===== config.mk =====
export PLATFORM = sky130hd
export DESIGN_NAME = pipe_stage_skid_flat
export DESIGN_NICKNAME = d
export VERILOG_FILES = /design/src/rtl/pipe_stage_skid_if.sv /design/src/rtl/pipe_stage_skid.sv /design/src/flat_wrapper.sv
export SDC_FILE = /design/constraint.sdc
export NUM_CORES = 1
export LEC_CHECK = 0
export BUFFER_PORTS_ARGS = -buffer_cell sky130_fd_sc_hd__buf_2
export CORE_UTILIZATION = 30
export CTS_BUF_LIST = sky130_fd_sc_hd__clkbuf_8
export CTS_CLUSTER_DIAMETER = 40
export DETAILED_ROUTE_END_ITERATION = 16
export GPL_TIMING_DRIVEN = 1
export PLACE_DENSITY_LB_ADDON = 0.05
export SLEW_MARGIN = 5
export SYNTH_ARGS = -nofsm -noshare
export SYNTH_HDL_FRONTEND = slang
export SYNTH_SLANG_ARGS = --single-unit

===== constraint.sdc =====
create_clock -name clk -period 2 [get_ports clk]
set_input_delay 0.3 -clock clk [delete_from_list [all_inputs] [get_ports clk]]
set_output_delay 0.3 -clock clk [all_outputs]
set_load 0.005 [all_outputs]

===== src/rtl/pipe_stage_skid_if.sv =====
`default_nettype none
// ============================================================================
// Module      : pipe_stage_skid_if
// Description : Valid/ready handshake bundle around one pipeline stage.
//               The upstream side (in_*) and the downstream side (out_*)
//               are carried together so that a stage is wired with a
//               single connection.
// Ports       : in_valid/in_ready/in_data    - upstream handshake + payload
//               out_valid/out_ready/out_data - downstream handshake + payload
// Modports    : slave  - the stage register itself
//               master - the environment (upstream producer and
//                        downstream consumer) around the stage
// Revision    : 1.0 - initial release
// ============================================================================
interface pipe_stage_skid_if #(
  parameter int WIDTH = 32
);
  logic             in_valid;
  logic             in_ready;
  logic [WIDTH-1:0] in_data;
  logic             out_valid;
  logic             out_ready;
  logic [WIDTH-1:0] out_data;

  modport slave (
    input  in_valid, in_data, out_ready,
    output in_ready, out_valid, out_data
  );

  modport master (
    output in_valid, in_data, out_ready,
    input  in_ready, out_valid, out_data
  );
endinterface
`default_nettype wire


===== src/rtl/pipe_stage_skid.sv =====
`default_nettype none
// ============================================================================
// Module      : pipe_stage_skid
// Description : Pipeline stage register with valid/ready handshake, a
//               2-entry skid buffer (main + skid), synchronous flush and
//               masking of control fields on bubbles.
// Ports       : clk      - clock, rising edge
//               rst_n    - asynchronous active-low reset
//               flush    - synchronous flush, overrides any transfer
//               bus      - handshake bundle (slave modport)
//               count    - occupancy 0..2
//               drop_cnt - saturating count of valid entries lost to flush
// Revision    : 1.0 - initial release
// ============================================================================
module pipe_stage_skid #(
  parameter int               WIDTH      = 32,
  parameter logic [WIDTH-1:0] CTRL_MASK  = '0,
  parameter bit               CLEAR_DATA = 1'b0,
  parameter int               CNT_W      = 8
) (
  input  logic                clk,
  input  logic                rst_n,
  input  logic                flush,
  pipe_stage_skid_if.slave    bus,
  output logic [1:0]          count,
  output logic [CNT_W-1:0]    drop_cnt
);

  typedef enum logic [1:0] {
    EMPTY = 2'd0,
    ONE   = 2'd1,
    FULL  = 2'd2
  } state_t;

  localparam logic [CNT_W-1:0] CNT_MAX = {CNT_W{1'b1}};

  state_t           state, state_nxt;
  logic [WIDTH-1:0] main_data, main_nxt;
  logic [WIDTH-1:0] skid_data, skid_nxt;
  logic [CNT_W-1:0] drop_nxt;
  logic             in_ready_q;
  logic             main_valid, skid_valid;
  logic             in_fire, out_fire;
  logic [CNT_W:0]   drop_sum;

  assign main_valid = (state != EMPTY);
  assign skid_valid = (state == FULL);
  assign in_fire    = bus.in_valid & in_ready_q;
  assign out_fire   = main_valid & bus.out_ready;

  // Bubbles must be inert downstream, so control bits are zeroed whenever
  // nothing valid is being presented.
  assign bus.out_valid = main_valid;
  assign bus.out_data  = main_valid ? main_data : (main_data & ~CTRL_MASK);
  assign bus.in_ready  = in_ready_q;
  assign count         = state;

  // One extra bit so the saturation test sees the carry.
  assign drop_sum = {1'b0, drop_cnt}
                  + {{CNT_W{1'b0}}, main_valid}
                  + {{CNT_W{1'b0}}, skid_valid};

  always_comb begin
    state_nxt = state;
    main_nxt  = main_data;
    skid_nxt  = skid_data;
    drop_nxt  = drop_cnt;

    if (flush) begin
      // Transfers in the flush cycle are ignored on both sides.
      state_nxt = EMPTY;
      if (CLEAR_DATA) begin
        main_nxt = '0;
        skid_nxt = '0;
      end else begin
        main_nxt = main_data & ~CTRL_MASK;
        skid_nxt = skid_data & ~CTRL_MASK;
      end
      drop_nxt = (drop_sum > {1'b0, CNT_MAX}) ? CNT_MAX : drop_sum[CNT_W-1:0];
    end else begin
      unique case (state)
        EMPTY: begin
          if (in_fire) begin
            state_nxt = ONE;
            main_nxt  = bus.in_data;
          end
        end
        ONE: begin
          if (in_fire && out_fire) begin
            main_nxt = bus.in_data;
          end else if (in_fire) begin
            state_nxt = FULL;
            skid_nxt  = bus.in_data;
          end else if (out_fire) begin
            state_nxt = EMPTY;
          end
        end
        FULL: begin
          // in_ready is low here, so only the drain path exists.
          if (out_fire) begin
            state_nxt = ONE;
            main_nxt  = skid_data;
          end
        end
        default: begin
          state_nxt = EMPTY;
        end
      endcase
    end
  end

  always_ff @(posedge clk or negedge rst_n) begin
    if (!rst_n) begin
      state      <= EMPTY;
      main_data  <= '0;
      skid_data  <= '0;
      drop_cnt   <= '0;
      in_ready_q <= 1'b1;
    end else begin
      state      <= state_nxt;
      main_data  <= main_nxt;
      skid_data  <= skid_nxt;
      drop_cnt   <= drop_nxt;
      // Registered ready: low exactly when the skid entry will be occupied.
      in_ready_q <= (state_nxt != FULL);
    end
  end

endmodule
`default_nettype wire


===== src/flat_wrapper.sv =====
// flat-port wrapper written by rule: the top's interface ports become plain ports
module pipe_stage_skid_flat 
#(
  parameter int               WIDTH      = 32,
  parameter logic [WIDTH-1:0] CTRL_MASK  = '0,
  parameter bit               CLEAR_DATA = 1'b0,
  parameter int               CNT_W      = 8
)
  (clk, rst_n, flush, count, drop_cnt, bus_in_valid, bus_in_data, bus_out_ready, bus_in_ready, bus_out_valid, bus_out_data);
  pipe_stage_skid_if #(.WIDTH(WIDTH)) bus_i ();
  input  logic clk;
  input  logic rst_n;
  input  logic flush;
  output logic [1:0] count;
  output logic [CNT_W-1:0] drop_cnt;
  input wire logic [$bits(bus_i.in_valid)-1:0] bus_in_valid;
  input wire logic [$bits(bus_i.in_data)-1:0] bus_in_data;
  input wire logic [$bits(bus_i.out_ready)-1:0] bus_out_ready;
  output wire logic [$bits(bus_i.in_ready)-1:0] bus_in_ready;
  output wire logic [$bits(bus_i.out_valid)-1:0] bus_out_valid;
  output wire logic [$bits(bus_i.out_data)-1:0] bus_out_data;
  assign bus_i.in_valid = bus_in_valid;
  assign bus_i.in_data = bus_in_data;
  assign bus_i.out_ready = bus_out_ready;
  assign bus_in_ready = bus_i.in_ready;
  assign bus_out_valid = bus_i.out_valid;
  assign bus_out_data = bus_i.out_data;
  pipe_stage_skid #(.WIDTH(WIDTH), .CTRL_MASK(CTRL_MASK), .CLEAR_DATA(CLEAR_DATA), .CNT_W(CNT_W)) u_core (.clk(clk), .rst_n(rst_n), .flush(flush), .bus(bus_i), .count(count), .drop_cnt(drop_cnt));
endmodule

==> results of run 1 <==
worst reg2reg max path: stages (launching register included):
cell      delay [ps]
dfstp_2          580
nand4b_1         120
or3_2            470
buf_4            240
mux2_4           330
sequential cells by signal, indices dropped and copies added (netlist names):
signal               count
u_core.bus.out_data     32
u_core.skid_data        32
u_core.drop_cnt          8
u_core.count             2
u_core.bus.in_ready      1
Yosys cell counts:
library cell / count
nand2_1: 9
nor3_1: 1
nand3b_1: 2
dfrtp_1: 74
xnor2_1: 1
clkbuf_1: 4
a31oi_1: 3
mux2_2: 2
o21ai_0: 1
inv_1: 1
nand4bb_2: 1
a21o_1: 1
ha_1: 1
buf_12: 3
or3_1: 1
mux2i_1: 34
a211o_2: 1
buf_6: 1
buf_2: 7
a31oi_2: 1
or2_2: 1
nand3_1: 7
mux2_1: 2
nand4_1: 1
xor2_1: 1
and3_1: 1
a21oi_1: 35
nand2b_1: 1
nor2_1: 35
dfstp_2: 1
nand4b_1: 2
mux2_4: 30
power groups by stage:
stage               logic (mW)  clock network [mW]  registers [mW]
CTS                      0.939                1.03            2.13
finish                   0.919               0.978            2.13
global placement         0.924                   0            2.16
detailed placement       0.934                   0            2.16
global route              1.03                1.09            2.18
floorplan                0.560                   0            2.13
cell usage in the layout (no fill, tap or decap), drive strengths merged:
cell,n
mux2i,34
a211o,1
nand4,1
nand3b,2
nand2b,1
xor2,1
clkinv,3
ha,1
nand4b,2
or2,1
nor2,35
nand2,9
xnor2,1
nor3,1
inv,5
clkbuf,9
and3,1
a21oi,35
a31oi,4
dfrtp,74
nand3,7
mux2,34
nand4bb,1
or3,1
dfstp,1
o21ai,1
dlygate4sd3,1
buf,90
a21o,1
area by class of cell:
| cell class | instances | area (um^2) | share of cell area |
|---|---|---|---|
| Sequential cell | 75 | 1880 | 0.455 |
| Multi-Input combinational cell | 175 | 1390 | 0.337 |
| Clock inverter | 7 | 30.0 | 0.00727 |
| Timing Repair Buffer | 91 | 526 | 0.127 |
| Clock buffer | 9 | 124 | 0.0300 |
| Inverter | 1 | 3.75 | 0.000909 |
| Tap cell | 140 | 175 | 0.0424 |
metal layers:
layer  up-vias  part of all wire  global-route usage
met1      1105              0.49               0.184
met3        10             0.060              0.0500
met4         0             0.014              0.0558
met2        55              0.43               0.196
li1       1109                 -                   -
met5         -                 0                   0
worst max path at each step:
stage | slack [ps] | from | end
5_1_grt | 50 | u_core.bus.in_ready | u_core.skid_data[21]
3_3_place_gp | 180 | u_core.bus.in_ready | u_core.skid_data[20]
2_1_floorplan | 130 | u_core.count[0] | u_core.drop_cnt[5]
4_1_cts | 150 | u_core.bus.in_ready | u_core.skid_data[21]
3_5_place_dp | 160 | u_core.bus.in_ready | u_core.skid_data[21]
6_report | 140 | u_core.bus.in_ready | u_core.skid_data[20]
per-stage QoR:
step	setup slack [ps]	hold WS, ps	util	total power [mW]	cells
after floorplan	127	4.41	-	2.69	266
after global placement	179	290	0.363	3.08	481
after detailed placement	159	294	0.363	3.09	481
after CTS	145	174	0.378	4.11	498
after global routing	54.1	169	0.378	4.31	498
final	141	192	0.378	4.03	498
cells by family (layout without fill, tap and decap cells):
logic type,after synthesis,in the layout
flip-flops,75,75
AND/OR/NAND/NOR,62,62
multiplexers,68,68
buffers and inverters,16,108
XOR/XNOR,2,2
adder cells (fa/ha/maj),1,1
AO/OA/AOI/OAI,42,42
==> impl_metrics.ini, run 1 <==
[die]
die-area_um2 = 11700
fp.dieW_um = 108
fp.coreArea_um2 = 10900
start_util = 0.309
die_h_um = 108
rows = 38
io_pins = 81

[worst_setup_path]
worst-setup-path-type = reg -> reg
cp-end-kind = flip-flop
crit_path_top_delay_cell = dfstp_2
crit_cells = 4
crit_path_max_incr_delay_ps = 580
r2r_end = u_core.skid_data[20]
critPathMaxFanout = 14
worstSetupStartpointType = flip-flop
cp.arrival_ps = 2090
ff2ff_setup_slack_ps = 140
cp_cell_sequence = nand4b_1 > or3_2 > buf_4 > mux2_4
crit_required_ps = 2230
r2r_cells = 4
r2r_start = u_core.bus.in_ready
critPathBufInv = 1
path_delay_family = simple AND/OR/NAND/NOR gates

[clock_network]
cts_buffers = 9
clk_pin_slew_worst_paths_ps = 70
clk_latency_ps = 350
postCtsResizedCells = 0
htreeDepth = 3
clock-sinks = 75
cts-root-buf = clkbuf_8
cts_tree = built
clock_path_buffers = 2
cts_hold_buf = 1
post_cts_buffers = 0

[power]
p_leak_nw = 2.21
internal_power_mw = 2.88
vdd_ir_drop_max_mv = 0.282
pwr-share-comb = 0.228
netSwitchingFraction = 0.285
clkPwrFrac = 0.243
power_switching_mw = 1.15
p_seq_frac = 0.529
power_density_nw_per_um2 = 975

[global_routing]
grt_pass1_vias = 2240
grt_max_degree = 55
grt_usage = 0.137
grt_overflow_total = 0
grt_pass1_wl_um = 11700
antenna_found_initial = 0

[synthesis]
synth_xor_area_frac = 0.00518
avgSynthCellArea_um2 = 12.7
yosysSeqAreaShare = 0.555
synth_compound_area_frac = 0.0677
synth_adder_area_share = 0.00370
synth_top_family_by_area = multiplexers
synthCells = 266
yosysTopAreaCell = dfrtp_1
muxShareOfSynthArea = 0.247
synth.distinct_cells = 32
syn-num-nets = 304
ys.warnings.count = 0
synth_top_area_share = 0.547
syn_area_um2 = 3380
ys_ff_latch = 75
yosys-top-cells-area = dfrtp_1, mux2_4, mux2i_1
synth-simple-area-share = 0.0843

[layout]
syn_to_final_growth_pct = 22.0
num-fill-cells = 1127
antennaDiodeCount = 0
drive_gt1_frac = 0.394
nNetsFinal = 391
stdcell_area_um2 = 4130

[drt]
drc_errors = 0
drt_wl_total_um = 7380
drt_iter0_drc = 104
drtPass1Iterations = 4
avgRoutedWirePerCell_um = 14.8
ant_nets = 0
routed_via_density = 4.58
routed-via-count = 2279

[timing]
clock_skew_ps = 5.74
worst_pin_slew_ps = 478
tns_ps = 0
maxSlewViolCount = 0
hold_viol = 0
fin_crit_sh = 0.929
max_slew_margin = 0.681
finalSetupViolations = 0
grt_setup_unrepaired = no
period_minus_slack_ps = 1860
max_freq_ghz = 0.538

[min_path]
min_to = u_core.skid_data[17]
hold_start = bus_in_data[17]
hold_depth = 2
min_path_type = in -> reg

[job]
drv_cap = 0

[placed_design]
place_area_um2 = 3970
gp_congestion = 0.744
port_buffers = 80
post-dp-hpwl_um = 4840

[run_status]
status = completed
Note: power is estimated with default switching activity, not from simulation.
==> run 2, diff against run 1 <==
--- a/config.mk
+++ b/config.mk
@@ -11,7 +11,7 @@
 export CTS_CLUSTER_DIAMETER = 40
 export DETAILED_ROUTE_END_ITERATION = 16
 export GPL_TIMING_DRIVEN = 1
-export PLACE_DENSITY_LB_ADDON = 0.05
+export PLACE_DENSITY_LB_ADDON = 0.3
 export SLEW_MARGIN = 5
 export SYNTH_ARGS = -nofsm -noshare
 export SYNTH_HDL_FRONTEND = slang
==> run 2 against run 1 <==
  * Hold slack improved by 4.2 ps
  * Clock power rose by 17%
  * Flip-flop and latch count did not move
  * Utilization up 0.19 points
  * Final cell count unchanged
  * First-iteration DRC count down 58%
  * Global-route usage is 0.26 points lower
  * Critical endpoint is now u_core.skid_data[14]
  * Highest routed layer unchanged
==> impl_metrics.ini, run 2 (synthesis gave the netlist of run 1 again) <==
[run_status]
status = completed

[die]
die-area_um2 = 11700
io_pins = 81
rows = 38
fp.dieW_um = 108
start_util = 0.309
die_h_um = 108
fp.coreArea_um2 = 10900

[layout]
multiInputGateArea_um2 = 1390
nNetsFinal = 391
num-fill-cells = 1110
drive_gt1_frac = 0.394
antennaDiodeCount = 0
layout_commonest_cell = buf_2
layout_common_cells = buf_2, dfrtp_1, nor2_1, a21oi_1, mux2i_1
syn_to_final_growth_pct = 22.7
seq_area_um2 = 1880

[clock_network]
clk_latency_ps = 350
cts_buffers = 9
cts-root-buf = clkbuf_8
htreeDepth = 3
cts_tree = built
postCtsResizedCells = 0
clk_pin_slew_worst_paths_ps = 80
clock_path_buffers = 2
clock-sinks = 75

[timing]
max_slew_margin = 0.779
max_freq_ghz = 0.543
finalSetupViolations = 0
clock_skew_ps = 7.63
worst_pin_slew_ps = 332
maxSlewViolCount = 0
hold_viol = 0
period_minus_slack_ps = 1840
fin_ws_ps = 158
tns_ps = 0
grt_setup_unrepaired = no
fin_crit_sh = 0.921

[worst_setup_path]
r2r_start = u_core.bus.in_ready
ff2ff_setup_slack_ps = 160
startpoint = u_core.bus.in_ready
cp-end-kind = flip-flop
worstSetupStartpointType = flip-flop
critPathBufInv = 1
path_delay_family = flip-flops
cp_cell_sequence = nand4b_1 > or3_2 > buf_4 > mux2_4
cp.arrival_ps = 2070
critPathMaxFanout = 17
cp-endpoint = u_core.skid_data[14]
crit_cells = 4
crit_required_ps = 2230
crit_path_top_delay_cell = dfstp_2
worst-setup-path-type = reg -> reg
crit_path_max_incr_delay_ps = 580
r2r_end = u_core.skid_data[14]
r2r_cells = 4

[job]
drv_cap = 0

[power]
p_leak_nw = 2.21
power_density_nw_per_um2 = 1010
vdd_ir_drop_max_mv = 0.339

[global_routing]
grt_max_degree = 63
grt_usage = 0.134
grt_pass1_vias = 2422
antenna_found_initial = 0
grt_pass1_wl_um = 11900
grt_overflow_total = 0

[drt]
drt_iter0_drc = 44
routed_via_density = 4.51
drtPass1Iterations = 4
avgRoutedWirePerCell_um = 14.2
routed-via-count = 2246
drc_errors = 0
drt_wl_total_um = 7050
ant_nets = 0

[placed_design]
port_buffers = 80
pre_cts_slack_ps = 176
post-dp-hpwl_um = 4690
gp_congestion = 0.747

[min_path]
min_path_type = in -> reg
## run 2: cell types whose count changed in the layout (fill, tap and decap cells not counted), sizes merged
cell    previous run  this run
clkbuf             9        10
bufinv             0         1
clkinv             3         1
## run 2: what timing repair did
item                                   4_1_cts  5_1_grt
hold buffers                                 1        0
setup endpoints to repair                    0        0
buffers inserted                             0        0
endpoints found under the hold margin       13        0
## run 2: worst min path at each step
stage | start | to | slack (ps) | cells after the start
after detailed placement | rst_n | u_core.bus.out_data[5] | 170 | 1
after global placement | rst_n | u_core.bus.out_data[5] | 170 | 1
after CTS | bus_in_data[5] | u_core.skid_data[5] | 170 | 2
after floorplan | rst_n | u_core.bus.out_data[0] | 4 | 0
after global routing | bus_in_data[31] | u_core.skid_data[31] | 170 | 2
final | bus_in_data[5] | u_core.skid_data[5] | 200 | 2
## run 2: cell type report
type / count / area share
Tap cell: 140 / 0.0422
Inverter: 1 / 0.000904
Clock buffer: 10 / 0.0332
Sequential cell: 75 / 0.453
Clock inverter: 6 / 0.0121
Multi-Input combinational cell: 175 / 0.336
Timing Repair Buffer: 91 / 0.124
## run 2: stage by stage
stage	cell area (um^2)	util	cells	total power, mW	hold slack [ps]
4_1_cts	4150	0.380	498	4.26	169
3_3_place_gp	3950	0.361	481	3.05	171
6_report	4150	0.380	498	4.19	196
5_1_grt	4150	0.380	498	4.47	171
2_1_floorplan	3380	-	266	2.69	4.41
3_5_place_dp	3950	0.361	481	3.08	172
## run 2: power breakdown
group | leakage (nW) | internal [mW] | total, mW | switching, mW
sequential | 0.885 | 1.90 | 2.13 | 0.237
clock | 0.111 | 0.592 | 1.14 | 0.545
combinational | 1.22 | 0.559 | 0.919 | 0.360
## run 2: layer usage
metal  up-vias  track usage  part of all wire
met1      1073        0.172              0.47
met3         8       0.0428             0.052
met4         0       0.0587             0.016
met5         -            0                 0
met2        57        0.205              0.46
li1       1108            -                 -
